$ cat config.mk
export PLATFORM = sky130hd
export DESIGN_NAME = lsu_byte_master_flat
export DESIGN_NICKNAME = d
export VERILOG_FILES = /design/src/rtl/lsu_byte_master_pkg.sv /design/src/rtl/lsu_byte_master_if.sv /design/src/rtl/lsu_byte_master_packer.sv /design/src/rtl/lsu_byte_master.sv /design/src/flat_wrapper.sv
export SDC_FILE = /design/constraint.sdc
export NUM_CORES = 1
export LEC_CHECK = 0
export BUFFER_PORTS_ARGS = -buffer_cell sky130_fd_sc_hd__buf_2
export CORE_ASPECT_RATIO = 1.1
export CORE_MARGIN = 10
export CORE_UTILIZATION = 50
export DETAILED_ROUTE_END_ITERATION = 10
export PLACE_DENSITY = 0.76
export SYNTH_ARGS = -nofsm -noshare
export SYNTH_HDL_FRONTEND = slang
export SYNTH_SLANG_ARGS = --single-unit
$ cat constraint.sdc
create_clock -name clk_i -period 6.8 [get_ports clk_i]
set_input_delay 1.36 -clock clk_i [delete_from_list [all_inputs] [get_ports clk_i]]
set_output_delay 1.36 -clock clk_i [all_outputs]
set_load 0.01 [all_outputs]
$ cat src/rtl/lsu_byte_master_pkg.sv
// rtl/lsu_byte_master_pkg.sv - shared state encoding and beat constants for the byte-wide LSU
package lsu_pkg;

  typedef enum logic [1:0] {
    IDLE = 2'd0,
    XFER = 2'd1,
    RESP = 2'd2
  } lsu_state_t;

  localparam int BYTES_PER_WORD = 4;
  localparam int BEAT_W         = 2;

  // Index of the final byte beat of a word access
  localparam logic [BEAT_W-1:0] LAST_BEAT = BEAT_W'(BYTES_PER_WORD - 1);

endpackage

$ cat src/rtl/lsu_byte_master_if.sv
// rtl/lsu_byte_master_if.sv - request, response and byte-memory signals of the LSU
interface lsu_byte_master_if #(
  parameter int ADDR_W = 32
);

  logic              req_valid_i;
  logic              req_ready_o;
  logic              req_write_i;
  logic [ADDR_W-1:0] req_addr_i;
  logic [31:0]       req_wdata_i;

  logic              rsp_valid_o;
  logic              rsp_write_o;
  logic              rsp_err_o;
  logic [31:0]       rsp_rdata_o;

  logic              busy_o;

  logic [ADDR_W-1:0] mem_addr_o;
  logic [7:0]        mem_wdata_o;
  logic              mem_read_o;
  logic              mem_write_o;
  logic [7:0]        mem_rdata_i;

  // LSU side: drives requests out to memory and responses back to the pipeline
  modport master (
    input  req_valid_i, req_write_i, req_addr_i, req_wdata_i, mem_rdata_i,
    output req_ready_o, rsp_valid_o, rsp_write_o, rsp_err_o, rsp_rdata_o,
    output busy_o, mem_addr_o, mem_wdata_o, mem_read_o, mem_write_o
  );

  // Environment side: pipeline plus data memory
  modport slave (
    output req_valid_i, req_write_i, req_addr_i, req_wdata_i, mem_rdata_i,
    input  req_ready_o, rsp_valid_o, rsp_write_o, rsp_err_o, rsp_rdata_o,
    input  busy_o, mem_addr_o, mem_wdata_o, mem_read_o, mem_write_o
  );

endinterface

$ cat src/rtl/lsu_byte_master_packer.sv
// rtl/lsu_byte_master_packer.sv - store byte select and load byte-lane insert
module lsu_byte_packer
  import lsu_pkg::*;
(
  input  logic [31:0]       wdata,
  input  logic [BEAT_W-1:0] wsel,
  output logic [7:0]        wbyte,
  input  logic [31:0]       acc,
  input  logic [BEAT_W-1:0] lane,
  input  logic [7:0]        rbyte,
  output logic [31:0]       acc_next
);

  // Little-endian lanes: beat k carries bits [8k+7:8k]
  always_comb begin
    wbyte                        = wdata[{wsel, 3'b000} +: 8];
    acc_next                     = acc;
    acc_next[{lane, 3'b000} +: 8] = rbyte;
  end

endmodule

$ cat src/rtl/lsu_byte_master.sv
// rtl/lsu_byte_master.sv - word load/store initiator issuing four byte beats to a byte-wide memory
module lsu_byte_master
  import lsu_pkg::*;
#(
  parameter int MEM_BYTES = 32,
  parameter int ADDR_W    = 32
) (
  input  logic              clk_i,
  input  logic              rst_i,
  lsu_byte_master_if.master bus
);

  lsu_state_t        state;
  logic [BEAT_W-1:0] beat;
  logic [ADDR_W-1:0] base_q;
  logic [31:0]       wdata_q;
  logic              write_q;
  logic [31:0]       acc_q;

  logic [ADDR_W:0]   last_byte;
  logic              req_err;
  logic [BEAT_W-1:0] next_beat;
  logic [ADDR_W-1:0] next_addr;
  logic [31:0]       pk_wdata;
  logic [BEAT_W-1:0] pk_sel;
  logic [7:0]        pk_wbyte;
  logic [31:0]       acc_next;

  // Request legality; one extra bit keeps addr+3 from wrapping past the top of the address space
  always_comb begin
    last_byte = {1'b0, bus.req_addr_i} + (ADDR_W+1)'(BYTES_PER_WORD - 1);
    req_err   = (bus.req_addr_i[1:0] != 2'b00) ||
                (last_byte >= (ADDR_W+1)'(MEM_BYTES));
  end

  // Next-beat address and store byte source; in IDLE the incoming request supplies beat 0
  always_comb begin
    next_beat = beat + BEAT_W'(1);
    next_addr = base_q + ADDR_W'(next_beat);
    if (state == IDLE) begin
      pk_wdata = bus.req_wdata_i;
      pk_sel   = '0;
    end else begin
      pk_wdata = wdata_q;
      pk_sel   = next_beat;
    end
  end

  lsu_byte_packer u_packer (
    .wdata    (pk_wdata),
    .wsel     (pk_sel),
    .wbyte    (pk_wbyte),
    .acc      (acc_q),
    .lane     (beat),
    .rbyte    (bus.mem_rdata_i),
    .acc_next (acc_next)
  );

  // Control FSM; every output is registered so beat k's strobes are stable for the whole cycle
  always_ff @(posedge clk_i or negedge rst_i) begin
    if (!rst_i) begin
      state           <= IDLE;
      beat            <= '0;
      base_q          <= '0;
      wdata_q         <= '0;
      write_q         <= 1'b0;
      acc_q           <= '0;
      bus.req_ready_o <= 1'b1;
      bus.busy_o      <= 1'b0;
      bus.rsp_valid_o <= 1'b0;
      bus.rsp_write_o <= 1'b0;
      bus.rsp_err_o   <= 1'b0;
      bus.rsp_rdata_o <= '0;
      bus.mem_addr_o  <= '0;
      bus.mem_wdata_o <= '0;
      bus.mem_read_o  <= 1'b0;
      bus.mem_write_o <= 1'b0;
    end else begin
      case (state)
        IDLE: begin
          if (bus.req_valid_i) begin
            base_q          <= bus.req_addr_i;
            wdata_q         <= bus.req_wdata_i;
            write_q         <= bus.req_write_i;
            bus.req_ready_o <= 1'b0;
            bus.busy_o      <= 1'b1;
            if (req_err) begin
              state           <= RESP;
              bus.rsp_valid_o <= 1'b1;
              bus.rsp_write_o <= bus.req_write_i;
              bus.rsp_err_o   <= 1'b1;
              bus.rsp_rdata_o <= '0;
            end else begin
              state           <= XFER;
              beat            <= '0;
              acc_q           <= '0;
              bus.mem_addr_o  <= bus.req_addr_i;
              bus.mem_read_o  <= !bus.req_write_i;
              bus.mem_write_o <= bus.req_write_i;
              bus.mem_wdata_o <= bus.req_write_i ? pk_wbyte : 8'h00;
            end
          end
        end

        XFER: begin
          if (!write_q) begin
            acc_q <= acc_next;
          end
          if (beat == LAST_BEAT) begin
            state           <= RESP;
            bus.mem_addr_o  <= '0;
            bus.mem_wdata_o <= '0;
            bus.mem_read_o  <= 1'b0;
            bus.mem_write_o <= 1'b0;
            bus.rsp_valid_o <= 1'b1;
            bus.rsp_write_o <= write_q;
            bus.rsp_err_o   <= 1'b0;
            bus.rsp_rdata_o <= write_q ? 32'h0 : acc_next;
          end else begin
            beat            <= next_beat;
            bus.mem_addr_o  <= next_addr;
            bus.mem_wdata_o <= write_q ? pk_wbyte : 8'h00;
          end
        end

        RESP: begin
          state           <= IDLE;
          bus.rsp_valid_o <= 1'b0;
          bus.rsp_write_o <= 1'b0;
          bus.rsp_err_o   <= 1'b0;
          bus.rsp_rdata_o <= '0;
          bus.req_ready_o <= 1'b1;
          bus.busy_o      <= 1'b0;
        end

        default: begin
          state           <= IDLE;
          beat            <= '0;
          bus.req_ready_o <= 1'b1;
          bus.busy_o      <= 1'b0;
          bus.rsp_valid_o <= 1'b0;
          bus.mem_read_o  <= 1'b0;
          bus.mem_write_o <= 1'b0;
        end
      endcase
    end
  end

endmodule
$ cat src/flat_wrapper.sv
// flat-port wrapper written by rule: the top's interface ports become plain ports
module lsu_byte_master_flat import lsu_pkg::*;
#(
  parameter int MEM_BYTES = 32,
  parameter int ADDR_W    = 32
)
  (clk_i, rst_i, bus_req_valid_i, bus_req_write_i, bus_req_addr_i, bus_req_wdata_i, bus_mem_rdata_i, bus_req_ready_o, bus_rsp_valid_o, bus_rsp_write_o, bus_rsp_err_o, bus_rsp_rdata_o, bus_busy_o, bus_mem_addr_o, bus_mem_wdata_o, bus_mem_read_o, bus_mem_write_o);
  lsu_byte_master_if #(.ADDR_W(ADDR_W)) bus_i ();
  input  logic clk_i;
  input  logic rst_i;
  input wire logic [$bits(bus_i.req_valid_i)-1:0] bus_req_valid_i;
  input wire logic [$bits(bus_i.req_write_i)-1:0] bus_req_write_i;
  input wire logic [$bits(bus_i.req_addr_i)-1:0] bus_req_addr_i;
  input wire logic [$bits(bus_i.req_wdata_i)-1:0] bus_req_wdata_i;
  input wire logic [$bits(bus_i.mem_rdata_i)-1:0] bus_mem_rdata_i;
  output wire logic [$bits(bus_i.req_ready_o)-1:0] bus_req_ready_o;
  output wire logic [$bits(bus_i.rsp_valid_o)-1:0] bus_rsp_valid_o;
  output wire logic [$bits(bus_i.rsp_write_o)-1:0] bus_rsp_write_o;
  output wire logic [$bits(bus_i.rsp_err_o)-1:0] bus_rsp_err_o;
  output wire logic [$bits(bus_i.rsp_rdata_o)-1:0] bus_rsp_rdata_o;
  output wire logic [$bits(bus_i.busy_o)-1:0] bus_busy_o;
  output wire logic [$bits(bus_i.mem_addr_o)-1:0] bus_mem_addr_o;
  output wire logic [$bits(bus_i.mem_wdata_o)-1:0] bus_mem_wdata_o;
  output wire logic [$bits(bus_i.mem_read_o)-1:0] bus_mem_read_o;
  output wire logic [$bits(bus_i.mem_write_o)-1:0] bus_mem_write_o;
  assign bus_i.req_valid_i = bus_req_valid_i;
  assign bus_i.req_write_i = bus_req_write_i;
  assign bus_i.req_addr_i = bus_req_addr_i;
  assign bus_i.req_wdata_i = bus_req_wdata_i;
  assign bus_i.mem_rdata_i = bus_mem_rdata_i;
  assign bus_req_ready_o = bus_i.req_ready_o;
  assign bus_rsp_valid_o = bus_i.rsp_valid_o;
  assign bus_rsp_write_o = bus_i.rsp_write_o;
  assign bus_rsp_err_o = bus_i.rsp_err_o;
  assign bus_rsp_rdata_o = bus_i.rsp_rdata_o;
  assign bus_busy_o = bus_i.busy_o;
  assign bus_mem_addr_o = bus_i.mem_addr_o;
  assign bus_mem_wdata_o = bus_i.mem_wdata_o;
  assign bus_mem_read_o = bus_i.mem_read_o;
  assign bus_mem_write_o = bus_i.mem_write_o;
  lsu_byte_master #(.MEM_BYTES(MEM_BYTES), .ADDR_W(ADDR_W)) u_core (.clk_i(clk_i), .rst_i(rst_i), .bus(bus_i));
endmodule
==> results.rst, run 1 <==
.. list-table::
   :header-rows: 1

   * - Metric
     - Value
   * - Critical-path top delay cell
     - ha_1
   * - Global-route usage over all layers
     - 19.39%
   * - Ratio of routed vias to standard cells
     - 5.728
   * - Top cell family by delay on the critical path
     - simple AND/OR/NAND/NOR gates
   * - Post-route insts no fill
     - 1220
   * - DP Wirelength
     - 16310 um
   * - Placer congestion estimate
     - 0.8266
   * - Number of nets with antenna violations after routing
     - 0
   * - Clock buffer count from CTS
     - 17
   * - ANT cells
     - 0
   * - Vertical extent of the die
     - 161.7 um
   * - Yosys top cell by area
     - dfrtp_1
   * - Die area
     - 24060 um^2
   * - Maximum number of pins on one net before global-route repair
     - 105
   * - Worst slew pin tran
     - 1.098 ns
   * - Aggregate global routing overflow
     - 0
   * - Category of the most critical setup path
     - reg -> reg
   * - EDFF count, synth
     - 0
   * - Worst Skew
     - 0.01178 ns
   * - Kind of start point of the critical path
     - flip-flop
   * - Number of fillers in the final layout
     - 1494
   * - Synth Flop Type
     - dfrtp_1
   * - Cell types with the largest area share after synthesis
     - dfrtp_1, mux2_2, a21oi_1, a22o_1, nor2_1
   * - Via count of the first global-routing pass
     - 7201
   * - Critical Path Most Common Cell
     - inv_1
   * - Number of max-slew violations in the final report
     - 0
   * - Post-layout worst setup margin
     - 1.845 ns
   * - Startpoint of the lowest-slack register-to-register path
     - u_core.beat[0]
   * - Number of failing setup endpoints in the final timing report
     - 0
   * - Post-Route Setup TNS
     - 0 ns
   * - Total number of vias
     - 6988
   * - Number of buffers and inverters on the critical path
     - 2
   * - Net count, final
     - 1058
   * - Power density of the placed cells
     - 300.3 nW/um^2
   * - Latest clock arrival within the worst-skew pair
     - 0.43 ns
   * - Crit path arrival time
     - 5.22 ns
   * - Pre-Repair DR Iteration Count
     - 6
   * - Placement row count
     - 51
   * - Pre-CTS setup slack
     - 1.799 ns
   * - Port Buffers
     - 154
   * - Share of the yosys chip area belonging to registers
     - 49.38%
   * - Cell depth of the worst flop-to-flop path
     - 12
   * - Cells after Synth
     - 834
   * - Clock tree from TritonCTS
     - yes
   * - Capture point of the worst reg-to-reg path
     - u_core.bus.mem_addr_o[28]
   * - Number of placed I/O pins
     - 155
   * - Mapped Avg Cell Area
     - 10.94 um^2
   * - Number of antenna violations at the first check in global routing
     - 2
   * - Path category of the worst min-delay check
     - reg -> reg
   * - Worst min-delay path endpoint
     - u_core.acc_q[27]
   * - Cts hold-fix bufs
     - 0
   * - Leakage power
     - 0.004875 uW
   * - Clk slew on worst S/H paths
     - 0.07 ns
   * - Count of instances resized after the clock tree is built
     - 0
   * - Post-synth ARST share
     - 100.0%
   * - Chain of cells forming the critical path
     - inv_1 -> ha_1 -> inv_1 -> fa_1 -> nand4b_1 -> nor3_1 -> and3_1 -> nand4_1 -> nand2b_1 -> xnor2_1 -> nand3_1 -> o21ai_0
   * - FF-to-FF setup slack
     - 1.84 ns
   * - Worst vdd ir
     - 213.7 uV
   * - Run status
     - finished clean
   * - Number of design rule violations left after detail routing
     - 0
   * - DR WL/cell
     - 18.97 um
   * - Clock root buffer
     - clkbuf_16
   * - Number of library cell types mapped by synthesis
     - 63
   * - Util after Layout
     - 59.43%
   * - Number of max-capacitance violations reported
     - 0
   * - Initial core utilization
     - 51.25%
   * - Minimum period implied by the final worst setup slack
     - 4.955 ns
   * - Total detailed-routing wirelength
     - 23150 um
   * - Period Utilization, post-route
     - 72.87%
   * - Max Buffers Root-to-Sink
     - 2
   * - Hold slack final
     - 0.4941 ns
   * - Syn nets
     - 922
   * - Die width
     - 148.8 um
   * - Area of the core region
     - 17800 um^2
   * - Post-Place Cells
     - 1189
   * - Worst Min Path Start
     - u_core.acc_q[27]
   * - WHS Path Cells
     - 1
   * - Max Fclk
     - 0.2018 GHz
   * - Layout cells sized above 1
     - 32.18%
   * - Highest net fanout along the worst path
     - 17
   * - Fraction of post-synthesis cell area in the top cell type by area
     - 49.09%
   * - Num Clock Sinks
     - 180
   * - Relative max-transition margin
     - 26.62%
   * - Slowest cell delay on critical path
     - 0.88 ns
   * - Number of setup buffers added after CTS
     - 0
   * - Type of destination of the critical path
     - flip-flop
   * - # H-tree levels
     - 4
   * - Number of storage elements in the synthesis netlist
     - 180
   * - RSZ-0062 raised after global routing
     - false
   * - Number of hold violations in the final report
     - 0
   * - Syn-to-layout area delta
     - 15.96%
   * - Synthesized cell area
     - 9124 um^2
   * - Iteration-0 DRC count of the detailed router
     - 468
   * - Required time of the critical path
     - 7.06 ns
   * - Number of warnings printed during yosys synthesis
     - 0
   * - First-pass GRT wire length
     - 37810 um
## area by class of cell
| class | count | area [um^2] | area share [%] |
|---|---|---|---|
| sequential | 180 | 4506 | 42.59 |
| multi-input combinational | 587 | 4312 | 40.75 |
| timing repair buffer | 162 | 837.1 | 7.912 |
| clock buffer | 22 | 474.2 | 4.482 |
| tap | 238 | 297.8 | 2.815 |
| inverter | 22 | 82.58 | 0.7805 |
| clock inverter | 9 | 71.32 | 0.6741 |
## per-layer routing
layer	vias to the layer above	GRT usage [%]	wire length, um
met2	224	31.12	11160
li1	3285	-	-
met5	-	0	21
met4	4	6.071	281
met1	3447	24.99	10080
met3	28	5.253	1609
## cell usage in the layout, fill, tap and decap left out, types with 6 or more instances in the layout
master / n
dfrtp_1: 179
buf_2: 153
nor3_1: 11
nor2b_1: 32
nor2_1: 72
xnor2_1: 21
a22oi_1: 23
ha_1: 11
a22o_1: 32
nand4_1: 17
o21ai_0: 30
mux2_2: 100
xor2_1: 11
nand3_1: 24
and3_1: 6
a21oi_1: 72
buf_4: 8
nor4_1: 12
inv_1: 22
mux4_2: 8
nand2_1: 45
clkbuf_16: 17
## worst reg2reg max path, stage by stage, from the launching register on
cell,delay (ns)
dfrtp_1,0.84
inv_1,0.32
ha_1,0.88
inv_1,0.27
fa_1,0.53
nand4b_1,0.31
nor3_1,0.53
and3_1,0.30
nand4_1,0.27
nand2b_1,0.26
xnor2_1,0.12
nand3_1,0.08
o21ai_0,0.09
## synthesized netlist by cell type (17+ instances only)
master,n
dfrtp_1,179
mux2_2,100
nor2_1,73
a21oi_1,72
nand2_1,46
a22o_1,32
nor2b_1,32
o21ai_0,30
clkbuf_1,26
nand3_1,24
a22oi_1,23
inv_1,22
xnor2_1,21
nand4_1,17
## cell families after synthesis
| family | count (synthesis) | share of synthesized area [%] |
|---|---|---|
| adders and majority gates | 12 | 1.728 |
| DFF | 180 | 49.38 |
| AOI/OAI and AO/OA | 185 | 13.73 |
| muxes | 114 | 14.99 |
| and+or+nand+nor | 244 | 13.54 |
| xor gates and xnor gates | 32 | 3.072 |
| buffers and inverters | 67 | 3.566 |
## power breakdown
part / leakage [uW] / internal [uW] / switching (uW)
Clock: 0.000259 / 498 / 415
Sequential: 0.00235 / 1290 / 169
Combinational: 0.00227 / 402 / 404
## worst max path at each step
| stage | start | end | slack, ns | cells past startpoint |
|---|---|---|---|---|
| 3_5_place_dp | u_core.beat[0] | u_core.bus.mem_addr_o[28] | 1.80 | 12 |
| 2_1_floorplan | bus_req_addr_i[2] | u_core.bus.rsp_rdata_o[0] | 2.99 | 9 |
| 4_1_cts | u_core.beat[0] | u_core.bus.mem_addr_o[28] | 1.78 | 12 |
| 5_1_grt | u_core.beat[0] | u_core.bus.mem_addr_o[26] | 1.43 | 12 |
| 6_report | u_core.beat[0] | u_core.bus.mem_addr_o[28] | 1.84 | 12 |
| 3_3_place_gp | u_core.beat[0] | u_core.bus.mem_addr_o[28] | 1.85 | 12 |
## registers in the layout, summed over array words and instances, names as in the netlist
name and cells:
u_core.bus.req_ready_o 1, u_core.bus.mem_wdata_o 8, u_core.bus.rsp_valid_o 1, u_core.bus.rsp_rdata_o 32
u_core.bus.busy_o 1, u_core.beat 2, u_core.bus.mem_addr_o 32, u_core.bus.rsp_err_o 1
u_core.state 2, u_core.bus.mem_write_o 1, u_core.acc_q 32, u_core.bus.mem_read_o 1
u_core.wdata_q 32, u_core.write_q 1, u_core.bus.rsp_write_o 1, u_core.base_q 32
## per-stage QoR
step	instance area, um^2	total power, uW
CTS	10580	3205
global placement	10030	2257
global route	10580	3356
floorplan	9124	2069
detailed placement	10030	2285
finish	10580	3177
Note: power is estimated with default switching activity, not from simulation.
==> run 2, diff against run 1 <==
==> constraint.sdc (replaced) <==
create_clock -name clk_i -period 5 [get_ports clk_i]
set_input_delay 1 -clock clk_i [delete_from_list [all_inputs] [get_ports clk_i]]
set_output_delay 1 -clock clk_i [all_outputs]
set_load 0.01 [all_outputs]
==> run 2 against run 1 <==
Net effect:
- die area is the same
- via count is essentially flat
- combinational power grew 38%
- routed wire length grew 0.67%
- final cell count grew 0.41%
- non-clock buffer count grew 5
- critical path type is now in -> reg
==> results.rst, run 2 (synthesis gave the netlist of run 1 again) <==
.. list-table::
   :header-rows: 1

   * - Metric
     - Value
   * - Number of setup buffers added after CTS
     - 0
   * - Number of max-capacitance violations reported
     - 0
   * - Number of max-slew violations in the final report
     - 0
   * - DP Wirelength
     - 16520 um
   * - Clk slew on worst S/H paths
     - 0.07 ns
   * - Layout cells sized above 1
     - 32.45%
   * - Minimum period implied by the final worst setup slack
     - 3.720 ns
   * - Clock power share
     - 31.3%
   * - Leakage power
     - 0.004942 uW
   * - Num Clock Sinks
     - 180
   * - Latest clock arrival within the worst-skew pair
     - 0.44 ns
   * - Type of destination of the critical path
     - flip-flop
   * - WHS Path Cells
     - 1
   * - Max Fclk
     - 0.2688 GHz
   * - Path category of the worst min-delay check
     - reg -> reg
   * - Post-Place Cells
     - 1194
   * - Most frequent standard cell in the layout excluding fill and tap cells
     - dfrtp_1
   * - Worst min-delay path endpoint
     - u_core.bus.mem_addr_o[23]
   * - Capture point of the worst reg-to-reg path
     - u_core.bus.mem_addr_o[28]
   * - Startpoint of the lowest-slack register-to-register path
     - u_core.beat[0]
   * - Kind of start point of the critical path
     - input pin
   * - Clock root buffer
     - clkbuf_16
   * - Pre-Repair DR Iteration Count
     - 5
   * - Fraction of power spent switching nets
     - 30.33%
   * - Hold slack final
     - 0.4888 ns
   * - Maximum number of pins on one net before global-route repair
     - 95
   * - FF-to-FF setup slack
     - 1.34 ns
   * - Cts hold-fix bufs
     - 0
   * - Crit path arrival time
     - 4.08 ns
   * - Clock tree from TritonCTS
     - yes
   * - Required time of the critical path
     - 5.36 ns
   * - Sequential cell fraction of total power
     - 44.1%
   * - Internal power of the cells
     - 3137 uW
   * - Net count, final
     - 1063
   * - Area taken by multi-input logic gates
     - 4305 um^2
   * - Worst Min Path Start
     - u_core.bus.mem_addr_o[23]
   * - Number of placed I/O pins
     - 155
   * - Placer congestion estimate
     - 0.8463
   * - Clock buffer count from CTS
     - 17
   * - Iteration-0 DRC count of the detailed router
     - 483
   * - Most frequent cells in the layout
     - dfrtp_1, buf_2, mux2_2, nor2_1, a21oi_1
   * - RSZ-0062 raised after global routing
     - false
   * - Relative max-transition margin
     - 19.84%
   * - Post-Route Setup TNS
     - 0 ns
   * - Number of design rule violations left after detail routing
     - 0
   * - # H-tree levels
     - 4
   * - Combinational power share
     - 24.6%
   * - Via count of the first global-routing pass
     - 7053
   * - First-pass GRT wire length
     - 37650 um
   * - Initial core utilization
     - 51.25%
   * - Aggregate global routing overflow
     - 0
   * - Highest net fanout along the worst path
     - 28
   * - Number of antenna violations at the first check in global routing
     - 1
   * - Post-layout worst setup margin
     - 1.280 ns
   * - Cell depth of the worst flop-to-flop path
     - 13
   * - Syn-to-layout area delta
     - 17.32%
   * - Total detailed-routing wirelength
     - 23300 um
   * - Worst vdd ir
     - 269.2 uV
   * - Number of failing setup endpoints in the final timing report
     - 0
   * - Count of instances resized after the clock tree is built
     - 0
   * - Max Buffers Root-to-Sink
     - 2
   * - Worst slew pin tran
     - 1.201 ns
   * - Util after Layout
     - 60.12%
   * - Port Buffers
     - 154
   * - Number of hold violations in the final report
     - 0
   * - Vertical extent of the die
     - 161.7 um
   * - Period Utilization, post-route
     - 74.40%
   * - Register area
     - 4506 um^2
   * - Area of the core region
     - 17800 um^2
   * - Die width
     - 148.8 um
   * - Number of nets with antenna violations after routing
     - 0
   * - Switching component of the power
     - 1366 uW
   * - Number of fillers in the final layout
     - 1476
   * - Global-route usage over all layers
     - 19.31%
   * - Category of the most critical setup path
     - in -> reg
   * - Placement row count
     - 51
   * - Pre-CTS setup slack
     - 0.8136 ns
   * - Power density of the placed cells
     - 420.7 nW/um^2
   * - Run status
     - finished clean
   * - Post-route insts no fill
     - 1225
   * - DR WL/cell
     - 19.02 um
   * - Worst Skew
     - 0.009899 ns
   * - Die area
     - 24060 um^2
   * - Total number of vias
     - 6983
   * - Ratio of routed vias to standard cells
     - 5.700
==> run 2: cell types whose count changed in the layout (fill, tap and decap cells not counted), sizes merged <==
cell and delta:
bufinv +4, diode +1, clkbuf -4, buf +5, clkinv -1
==> run 2: metrics by stage <==
stage,instance area (um^2),power (uW)
3_5_place_dp,10090,3126
6_report,10700,4504
5_1_grt,10700,4743
4_1_cts,10700,4541
3_3_place_gp,10090,3073
2_1_floorplan,9124,2814
==> run 2: power by group through the flow <==
stage | sequential, uW | combinational, uW | clock [uW]
CTS | 1980 | 1120 | 1440
global route | 2030 | 1220 | 1500
global placement | 1990 | 1090 | 0
detailed placement | 2010 | 1120 | 0
finish | 1990 | 1110 | 1410
floorplan | 1950 | 861 | 0
==> run 2: worst max-delay path by stage <==
stage	from	end	slack, ns	depth (start not counted)
3_3_place_gp	bus_req_addr_i[5]	u_core.bus.mem_addr_o[12]	1.0	10
5_1_grt	bus_req_addr_i[17]	u_core.bus.mem_addr_o[22]	1.01	10
6_report	bus_req_addr_i[5]	u_core.bus.mem_addr_o[11]	1.28	10
2_1_floorplan	bus_req_addr_i[2]	u_core.bus.rsp_rdata_o[0]	1.55	9
4_1_cts	bus_req_addr_i[5]	u_core.bus.mem_addr_o[16]	1.29	10
3_5_place_dp	bus_req_addr_i[5]	u_core.bus.mem_addr_o[16]	0.81	10
==> run 2: routing by layer <==
| metal | part of all wire [%] | vias to the layer above | track usage, % |
|---|---|---|---|
| met5 | 0.056 | - | 0 |
| met4 | 1.8 | 2 | 6.250 |
| met3 | 7.3 | 33 | 6.087 |
| met2 | 47 | 205 | 30.51 |
| met1 | 43 | 3448 | 24.67 |
| li1 | - | 3295 | - |
==> run 2: worst max-delay path: stages <==
cell and delay [ns]:
buf_2 0.12, nand4_2 0.20, nor3_2 0.53, o21ai_0 0.28
a2111oi_4 0.42, nand4_4 0.19, o32ai_4 0.72, buf_4 0.41
nor2_1 0.08, a21oi_1 0.12
==> run 2: layout make-up <==
| type | count | area share [%] |
|---|---|---|
| diodes | 1 | 0.02338 |
| clock buffers | 18 | 4.009 |
| clock inverters | 12 | 1.695 |
| inverters | 22 | 0.7715 |
| multi-input cells | 587 | 40.22 |
| flip-flops and latches | 180 | 42.09 |
| well taps | 238 | 2.782 |
| repair buffers | 167 | 8.404 |
